--- config.mk ---
export PLATFORM = sky130hd
export DESIGN_NAME = chip_test_sequencer
export DESIGN_NICKNAME = d
export VERILOG_FILES = /design/src/rtl/chip_test_pkg.sv /design/src/rtl/sync_edge_detect.sv /design/src/rtl/chip_test_sequencer.sv
export SDC_FILE = /design/constraint.sdc
export NUM_CORES = 1
export LEC_CHECK = 0
export ABC_AREA = 1
export BUFFER_PORTS_ARGS = -buffer_cell sky130_fd_sc_hd__buf_2
export CORE_ASPECT_RATIO = 1.25
export CORE_MARGIN = 5
export CORE_UTILIZATION = 48
export CTS_BUF_LIST = sky130_fd_sc_hd__clkbuf_4 sky130_fd_sc_hd__clkbuf_8
export DETAILED_ROUTE_END_ITERATION = 10
export PLACE_DENSITY = 0.71
export SKIP_LAST_GASP = 1
export SYNTH_ARGS = -nofsm -noshare
export SYNTH_HDL_FRONTEND = slang
export SYNTH_HIERARCHICAL = 1
export SYNTH_SLANG_ARGS = --single-unit
--- constraint.sdc ---
create_clock -name Clk -period 2.44 [get_ports Clk]
set_input_delay 0.61 -clock Clk [delete_from_list [all_inputs] [get_ports Clk]]
set_output_delay 0.61 -clock Clk [all_outputs]
set_load 0.01 [all_outputs]
--- src/rtl/chip_test_pkg.sv ---
// Shared types and defaults for the chip test sequencer.
package chip_test_pkg;

  localparam int unsigned DefNumChips      = 8;
  localparam int unsigned DefTimeoutCycles = 1024;

  typedef enum logic [2:0] {
    StIdle,
    StArm,
    StWaitDone,
    StCapture,
    StRelease,
    StShow
  } state_e;

  // Increment that sticks at the top value instead of wrapping.
  function automatic logic [7:0] sat_inc(input logic [7:0] v);
    return (v == 8'hFF) ? v : v + 8'd1;
  endfunction

endpackage

--- src/rtl/sync_edge_detect.sv ---
// Two-flop synchronizer for an asynchronous level, followed by a rising-edge detector.
module sync_edge_detect (
  input  logic Clk,
  input  logic Reset,
  input  logic din,
  output logic pulse
);

  logic sync1_q, sync2_q, prev_q;

  // Synchronize the raw level and keep the previous synchronized value.
  always_ff @(posedge Clk or posedge Reset) begin
    if (Reset) begin
      sync1_q <= 1'b0;
      sync2_q <= 1'b0;
      prev_q  <= 1'b0;
    end else begin
      sync1_q <= din;
      sync2_q <= sync1_q;
      prev_q  <= sync2_q;
    end
  end

  assign pulse = sync2_q & ~prev_q;

endmodule

--- src/rtl/chip_test_sequencer.sv ---
// Runs one chip-tester slot per Start press: pulse Run, wait for Done or timeout, capture the
// verdict, release the tester and keep saturating pass/fail tallies.
module chip_test_sequencer
  import chip_test_pkg::*;
#(
  parameter int unsigned NUM_CHIPS      = DefNumChips,
  parameter int unsigned TIMEOUT_CYCLES = DefTimeoutCycles
) (
  input  logic                         Clk,
  input  logic                         Reset,
  input  logic                         Start,
  input  logic [$clog2(NUM_CHIPS)-1:0] Chip_Sel,
  input  logic [NUM_CHIPS-1:0]         Done_vec,
  input  logic [NUM_CHIPS-1:0]         RSLT_vec,
  output logic [NUM_CHIPS-1:0]         Run_vec,
  output logic [NUM_CHIPS-1:0]         DISP_RSLT,
  output logic                         Busy,
  output logic                         Pass,
  output logic                         Timeout,
  output logic [7:0]                   Pass_Count,
  output logic [7:0]                   Fail_Count
);

  localparam int unsigned SelW = $clog2(NUM_CHIPS);
  localparam int unsigned CntW = $clog2(TIMEOUT_CYCLES);
  localparam logic [CntW-1:0] CntLast = CntW'(TIMEOUT_CYCLES - 1);

  state_e          state_q;
  logic [SelW-1:0] sel_q;
  logic [CntW-1:0] cnt_q;
  logic            start_pulse;

  sync_edge_detect u_start_sync (
    .Clk   (Clk),
    .Reset (Reset),
    .din   (Start),
    .pulse (start_pulse)
  );

  // Sequencer FSM; every output is a register updated on the transition into its state.
  always_ff @(posedge Clk or posedge Reset) begin
    if (Reset) begin
      state_q    <= StIdle;
      sel_q      <= '0;
      cnt_q      <= '0;
      Run_vec    <= '0;
      DISP_RSLT  <= '0;
      Busy       <= 1'b0;
      Pass       <= 1'b0;
      Timeout    <= 1'b0;
      Pass_Count <= 8'd0;
      Fail_Count <= 8'd0;
    end else begin
      case (state_q)
        StIdle: begin
          if (start_pulse) begin
            sel_q   <= Chip_Sel;
            cnt_q   <= '0;
            Run_vec <= NUM_CHIPS'(1) << Chip_Sel;
            Busy    <= 1'b1;
            state_q <= StArm;
          end
        end
        StArm: begin
          Run_vec <= '0;
          state_q <= StWaitDone;
        end
        StWaitDone: begin
          // Done is checked first so it wins over a coincident timeout.
          if (Done_vec[sel_q]) begin
            state_q <= StCapture;
          end else if (cnt_q == CntLast) begin
            Pass       <= 1'b0;
            Timeout    <= 1'b1;
            Fail_Count <= sat_inc(Fail_Count);
            Busy       <= 1'b0;
            state_q    <= StShow;
          end else begin
            cnt_q <= cnt_q + 1'b1;
          end
        end
        StCapture: begin
          // One cycle after Done so the tester's registered RSLT has settled.
          Pass    <= RSLT_vec[sel_q];
          Timeout <= 1'b0;
          if (RSLT_vec[sel_q]) Pass_Count <= sat_inc(Pass_Count);
          else                 Fail_Count <= sat_inc(Fail_Count);
          DISP_RSLT <= NUM_CHIPS'(1) << sel_q;
          state_q   <= StRelease;
        end
        StRelease: begin
          if (!Done_vec[sel_q]) begin
            DISP_RSLT <= '0;
            Busy      <= 1'b0;
            state_q   <= StShow;
          end
        end
        StShow: begin
          state_q <= StIdle;
        end
        default: begin
          Run_vec   <= '0;
          DISP_RSLT <= '0;
          Busy      <= 1'b0;
          state_q   <= StIdle;
        end
      endcase
    end
  end

endmodule

==> results of run 1 <==
-- sequential cells by signal, indices dropped and copies added, names as in the netlist --
register,cells
cnt_q,10
DISP_RSLT,8
Fail_Count,8
Pass_Count,8
Run_vec,8
sel_q,3
state_q,3
Busy,1
Pass,1
Timeout,1
u_start_sync/prev_q,1
u_start_sync/sync1_q,1
u_start_sync/sync2_q,1
-- worst paths after layout --
path,from,to,slack [ns],depth (start not counted)
worst max-delay path,sel_q[0]$_DFFE_PP0P_,cnt_q[6]$_DFFE_PP0P_,0.47,11
worst min-delay path,Reset,u_start_sync/sync1_q$_DFF_PP0_,0.17,2
worst max register to register,sel_q[0]$_DFFE_PP0P_,cnt_q[6]$_DFFE_PP0P_,0.47,11
worst min register to register,u_start_sync/sync1_q$_DFF_PP0_,u_start_sync/sync2_q$_DFF_PP0_,0.37,0
max in group asynchronous,Reset,DISP_RSLT[7]$_DFFE_PP0P_,1.52,3
min in group Clk,u_start_sync/sync1_q$_DFF_PP0_,u_start_sync/sync2_q$_DFF_PP0_,0.37,0
-- per-stage QoR --
stage | util (%) | hold slack [ns] | cells | total power (W) | worst slack (ns)
floorplan | - | 0.331 | 359 | 0.00235 | 0.600
global placement | 55.4 | 0.340 | 478 | 0.00273 | 0.467
detailed placement | 55.4 | 0.360 | 478 | 0.00275 | 0.438
CTS | 57.3 | 0.168 | 485 | 0.00337 | 0.422
global route | 57.3 | 0.170 | 485 | 0.00362 | 0.199
finish | 57.3 | 0.173 | 485 | 0.00334 | 0.469
-- critical path, cell delays in order, from the launching register on --
cell     delay [ns]
dfrtp_1        0.59
inv_2          0.17
nand2_1        0.09
nand2_1        0.05
nand2_1        0.06
nand3_1        0.13
nand3_2        0.24
nand2_1        0.13
inv_2          0.11
nand2_2        0.14
nand2_1        0.10
nand2_1        0.05
-- logic make-up after synthesis --
group                    Yosys count
AND/OR/NAND/NOR                  223
flip-flops                        54
buffers and inverters             37
AO/OA/AOI/OAI                     27
XOR/XNOR                          15
adder cells (fa/ha/maj)            3
-- cell usage in the layout, fill, tap and decap left out, types with 2 or more instances in the layout --
cell      Yosys  layout
xor2_2        2       2
clkbuf_8      0       6
o211ai_1      2       2
inv_1        27      26
ha_1          3       3
nand3_2       2       2
or2_2         3       3
nor2_1       12      12
a21oi_1       6       6
nor2_2        3       3
inv_2         6       7
o21ai_0      14      14
dfrtp_1      54      54
nand3_1      22      22
xor2_1        5       5
nor3_1        2       2
nand2_2       4       4
nand4_1      15      15
nor3b_1       3       3
nand2_1     148     148
nor2_4        4       4
xnor2_1       8       8
buf_2         2      56
-- where the power goes --
group,leakage (nW),total [W],switching [W],internal (W)
Combinational,1.11,0.00139,0.000926,0.000460
Sequential,0.722,0.00133,0.000232,0.00110
Clock,0.0573,0.000616,0.000287,0.000329
-- layout make-up --
type / count / area, um^2 / area share [%]
tap: 66 / 82.6 / 2.48
sequential: 54 / 1350 / 40.5
inverter: 33 / 124 / 3.71
clock buffer: 6 / 82.6 / 2.48
timing repair buffer: 57 / 288 / 8.63
multi-input combinational: 268 / 1380 / 41.3
clock inverter: 1 / 30.0 / 0.900
-- per-layer routing --
| layer | global-route usage, % | vias up | share of wire (%) |
|---|---|---|---|
| li1 | - | 1268 | - |
| met1 | 21.8 | 1111 | 46 |
| met2 | 29.4 | 47 | 48 |
| met3 | 2.97 | 4 | 4.5 |
| met4 | 5.73 | 0 | 0.84 |
| met5 | 0 | - | 0 |
==> impl_metrics.env, run 1 <==
export IMPL_outcome="finished clean"
export IMPL_cts_tree="yes"
export IMPL_post_cts_hold_buffer_count=0
export IMPL_dieWidth_um=79.3
export IMPL_cts_setup_buffers=0
export IMPL_syn_num_nets=384
export IMPL_post_synth_instance_area_mm2=0.00288
export IMPL_crit_type="reg2reg"
export IMPL_fillers=530
export IMPL_antenna_found_initial=0
export IMPL_gp_congestion=0.825
export IMPL_path_max_fanout=13
export IMPL_irDropWorstVdd_mv=0.532
export IMPL_cts_resized=0
export IMPL_cts_inserted_buffers=5
export IMPL_postRouteAntennaNets=0
export IMPL_power_leakage_nw=1.89
export IMPL_period_share_pct=80.8
export IMPL_synth_distinct_cells=34
export IMPL_synth_async_sr_flop_share_pct=100
export IMPL_relSlewSlack_pct=56.3
export IMPL_syn_inst=359
export IMPL_fp_coreArea_mm2=0.00582
export IMPL_cp_required_ns=2.64
export IMPL_wl_per_cell_um=12.3
export IMPL_drt_iter0_drc=88
export IMPL_num_rows=31
export IMPL_yosys_area_top_type_share_pct=46.9
export IMPL_fmax_mhz=507
export IMPL_htree_levels=2
export IMPL_synthSimpleGateAreaFrac_pct=36.1
export IMPL_clock_sinks=54
export IMPL_grt_setup_unrepaired="no"
export IMPL_die_area_mm2=0.00766
export IMPL_root_buffer="clkbuf_8"
export IMPL_yosysMostFrequentCell="nand2_1"
export IMPL_start_util_pct=49.5
export IMPL_synth_xor_area_share_pct=5.08
export IMPL_yosysTopAreaCell="dfrtp_1"
export IMPL_slew_violations=0
export IMPL_dpl_hpwl_um=4490
export IMPL_fin_skew_ns=0.00940
export IMPL_io_buffers=56
export IMPL_setup_viol=0
export IMPL_route_detailed_drc=0
export IMPL_synth_compound_area_share_pct=5.35
export IMPL_die_h_um=96.6
export IMPL_fin_area_mm2=0.00334
export IMPL_synthTopCellsByCount="nand2_1, dfrtp_1, inv_1, nand3_1, nand4_1"
export IMPL_syn_area_per_cell_um2=8.02
export IMPL_clock_latency_ns=0.31
export IMPL_hold_path_class="in2async"
export IMPL_synthAdderAreaFrac_pct=1.30
export IMPL_via_per_inst=5.01
export IMPL_final_hold_violation_count=0
export IMPL_io_pins=57
export IMPL_arrival_ns=2.18
export IMPL_max_cap_viol_count=0
export IMPL_grt_pass1_vias=2401
export IMPL_ys_seq_area_share_pct=46.9
export IMPL_diodes=0
export IMPL_synth_ff_type="dfrtp_1"
export IMPL_grt_pass1_wl_um=10500
export IMPL_synth_top_family_by_area="simple AND/OR/NAND/NOR gates"
export IMPL_crit_path_end_kind="flop"
export IMPL_drt_total_wl_um=5970
export IMPL_synthTopCellsByArea="dfrtp_1, nand2_1, nand3_1"
export IMPL_syn2layout_area_growth_pct=15.9
export IMPL_finish_net_count=444
export IMPL_clkTransAtPathRegs_ns=0.10
export IMPL_vias=2430
export IMPL_start_kind="flop"
export IMPL_post_route_min_period_ns=1.97
export IMPL_grt_start_max_net_pins=52
export IMPL_dr_pass1_iters=4
export IMPL_power_density_mw_per_mm2=1000
export IMPL_setup_tns_ns=0
export IMPL_worstMarginPinSlew_ns=0.656
export IMPL_ys_ff_latch=54
export IMPL_cts_buffer_depth=2
export IMPL_layout_drive_gt1_share_pct=22.4
export IMPL_synthMuxAreaShare_pct=0
export IMPL_grt_overflow=0
export IMPL_synth_edf_count=0
export IMPL_grt_usage_pct=17.0
export IMPL_yosysWarnings=6
export IMPL_dpl_cell_area_mm2=0.00322
Power figures use the tool's default switching activity.
==> run 2, diff against run 1 <==
--- a/config.mk
+++ b/config.mk
@@ -12,7 +12,7 @@
 export CORE_UTILIZATION = 48
 export CTS_BUF_LIST = sky130_fd_sc_hd__clkbuf_4 sky130_fd_sc_hd__clkbuf_8
 export DETAILED_ROUTE_END_ITERATION = 10
-export PLACE_DENSITY = 0.71
+export PLACE_DENSITY = 0.74
 export SKIP_LAST_GASP = 1
 export SYNTH_ARGS = -nofsm -noshare
 export SYNTH_HDL_FRONTEND = slang
==> constraint.sdc (replaced) <==
create_clock -name Clk -period 1.7 [get_ports Clk]
set_input_delay 0.425 -clock Clk [delete_from_list [all_inputs] [get_ports Clk]]
set_output_delay 0.425 -clock Clk [all_outputs]
set_load 0.01 [all_outputs]
==> impl_metrics.env, run 2 (synthesized netlist as in run 1, its figures left out) <==
export IMPL_pwr_share_seq_pct=37.3
export IMPL_rr_startpoint="cnt_q[1]$_DFFE_PP0P_"
export IMPL_clock_latency_ns=0.30
export IMPL_hold_end="u_start_sync/sync1_q$_DFF_PP0_"
export IMPL_fin_cells=512
export IMPL_slew_violations=0
export IMPL_start_util_pct=49.5
export IMPL_period_share_pct=95.4
export IMPL_p_int_w=0.00290
export IMPL_ff2ff_setup_slack_ns=0.08
export IMPL_dp_cells=490
export IMPL_diodes=0
export IMPL_wl_per_cell_um=12.5
export IMPL_num_rows=31
export IMPL_fillers=547
export IMPL_finish_net_count=470
export IMPL_regMostFlops="cnt_q"
export IMPL_power_leakage_nw=2.02
export IMPL_outcome="finished clean"
export IMPL_max_cap_viol_count=0
export IMPL_whs_ns=0.224
export IMPL_fp_coreArea_mm2=0.00582
export IMPL_hold_path_class="in2reg"
export IMPL_path_max_fanout=8
export IMPL_via_per_inst=5.04
export IMPL_cts_inserted_buffers=5
export IMPL_arrival_ns=1.82
export IMPL_r2r_end="Fail_Count[3]$_DFFE_PP0P_"
export IMPL_crit_type="reg2reg"
export IMPL_grt_usage_pct=17.7
export IMPL_root_buffer="clkbuf_8"
export IMPL_dr_pass1_iters=4
export IMPL_fin_util_pct=61.6
export IMPL_gp_congestion=0.869
export IMPL_fmax_mhz=617
export IMPL_combPwrFrac_pct=48.0
export IMPL_layout_common_cells="nand2_1, buf_2, dfrtp_1"
export IMPL_route_detailed_drc=0
export IMPL_p_sw_share_pct=43.4
export IMPL_vias=2578
export IMPL_clkTransAtPathRegs_ns=0.09
export IMPL_start_kind="flop"
export IMPL_setup_viol=0
export IMPL_grt_start_max_net_pins=52
export IMPL_hold_path_cell_count=1
export IMPL_net_switching_power_w=0.00223
export IMPL_dpl_hpwl_um=4660
export IMPL_io_buffers=56
export IMPL_power_density_mw_per_mm2=1430
export IMPL_layout_drive_gt1_share_pct=29.6
export IMPL_fin_skew_ns=0.00421
export IMPL_drt_total_wl_um=6380
export IMPL_final_hold_violation_count=0
export IMPL_die_area_mm2=0.00766
export IMPL_cts_tree="yes"
export IMPL_crit_path_end_kind="flop"
export IMPL_setup_tns_ns=0
export IMPL_post_route_min_period_ns=1.62
export IMPL_clock_sinks=54
export IMPL_relSlewSlack_pct=77.7
export IMPL_syn2layout_area_growth_pct=24.4
export IMPL_worstMarginPinSlew_ns=0.332
export IMPL_postRouteAntennaNets=0
export IMPL_reg2reg_depth=10
export IMPL_largest_reg_flops=10
export IMPL_drt_iter0_drc=108
export IMPL_die_h_um=96.6
export IMPL_grt_setup_unrepaired="yes"
export IMPL_grt_pass1_vias=2482
export IMPL_cp_required_ns=1.90
export IMPL_grt_overflow=0
export IMPL_io_pins=57
export IMPL_dieWidth_um=79.3
export IMPL_htree_levels=2
export IMPL_cts_buffer_depth=2
export IMPL_hp_start="Start"
export IMPL_grt_pass1_wl_um=10900
export IMPL_layout_commonest_cell="nand2_1"
export IMPL_p_clk_share_pct=14.7
export IMPL_antenna_found_initial=0
export IMPL_irDropWorstVdd_mv=0.850
==> run 2: cell type report <==
class                           count  area, um^2  area share (%)
Timing Repair Buffer               82         494            13.8
Tap cell                           66        82.6            2.31
Sequential cell                    54        1350            37.8
Clock inverter                      1        5.00           0.140
Inverter                           33         126            3.53
Multi-Input combinational cell    269        1430            39.9
Clock buffer                        7        90.1            2.51
==> run 2: what timing repair did <==
action,4_1_cts,5_1_grt
setup endpoints to repair,0,30
setup buffers,0,12
resized for setup,0,16
hold buffers,1,0
hold endpoints to repair,3,0
==> run 2: metal layers <==
layer  track usage, %  vias to the layer above  routed length, um
met5                0                        -                  0
met4             6.16                        0                 80
met3             3.53                        7                289
met2             30.1                       51               3180
met1             22.6                     1203               2830
li1                 -                     1317                  -
==> run 2: power by group through the flow <==
stage                     logic (W)  clock network, W  registers [W]
after floorplan             0.00144                 0        0.00193
after global placement      0.00216                 0        0.00192
after detailed placement    0.00220                 0        0.00193
after CTS                   0.00220          0.000778        0.00190
after global routing        0.00278          0.000812        0.00197
final                       0.00246          0.000754        0.00192
==> run 2: per-stage QoR <==
step	setup WS [ns]	cell area, um^2	power (W)
5_1_grt	-0.0634	3580	0.00557
3_5_place_dp	0.0528	3330	0.00412
6_report	0.0783	3580	0.00514
3_3_place_gp	0.0559	3330	0.00408
2_1_floorplan	0.0455	2880	0.00337
4_1_cts	0.0385	3430	0.00488
==> run 2: worst max-delay path by stage <==
stage / end / slack, ns / from
2_1_floorplan: Busy$_DFFE_PP0P_ / 0.05 / Reset
3_3_place_gp: Fail_Count[6]$_DFFE_PP0P_ / 0.06 / cnt_q[0]$_DFFE_PP0P_
6_report: Fail_Count[3]$_DFFE_PP0P_ / 0.08 / cnt_q[1]$_DFFE_PP0P_
5_1_grt: Fail_Count[3]$_DFFE_PP0P_ / -0.06 / cnt_q[1]$_DFFE_PP0P_
3_5_place_dp: Fail_Count[3]$_DFFE_PP0P_ / 0.05 / cnt_q[0]$_DFFE_PP0P_
4_1_cts: Fail_Count[6]$_DFFE_PP0P_ / 0.04 / cnt_q[0]$_DFFE_PP0P_
==> run 2: worst max-delay path, cell delays in order, from the launching register on <==
cell     delay, ns
dfrtp_1       0.38
ha_2          0.20
nand2_1       0.08
nor2_2        0.11
nand4_1       0.14
nand2_2       0.13
inv_4         0.07
nor2_8        0.14
nand3_4       0.12
nand2_1       0.09
nand2_1       0.05
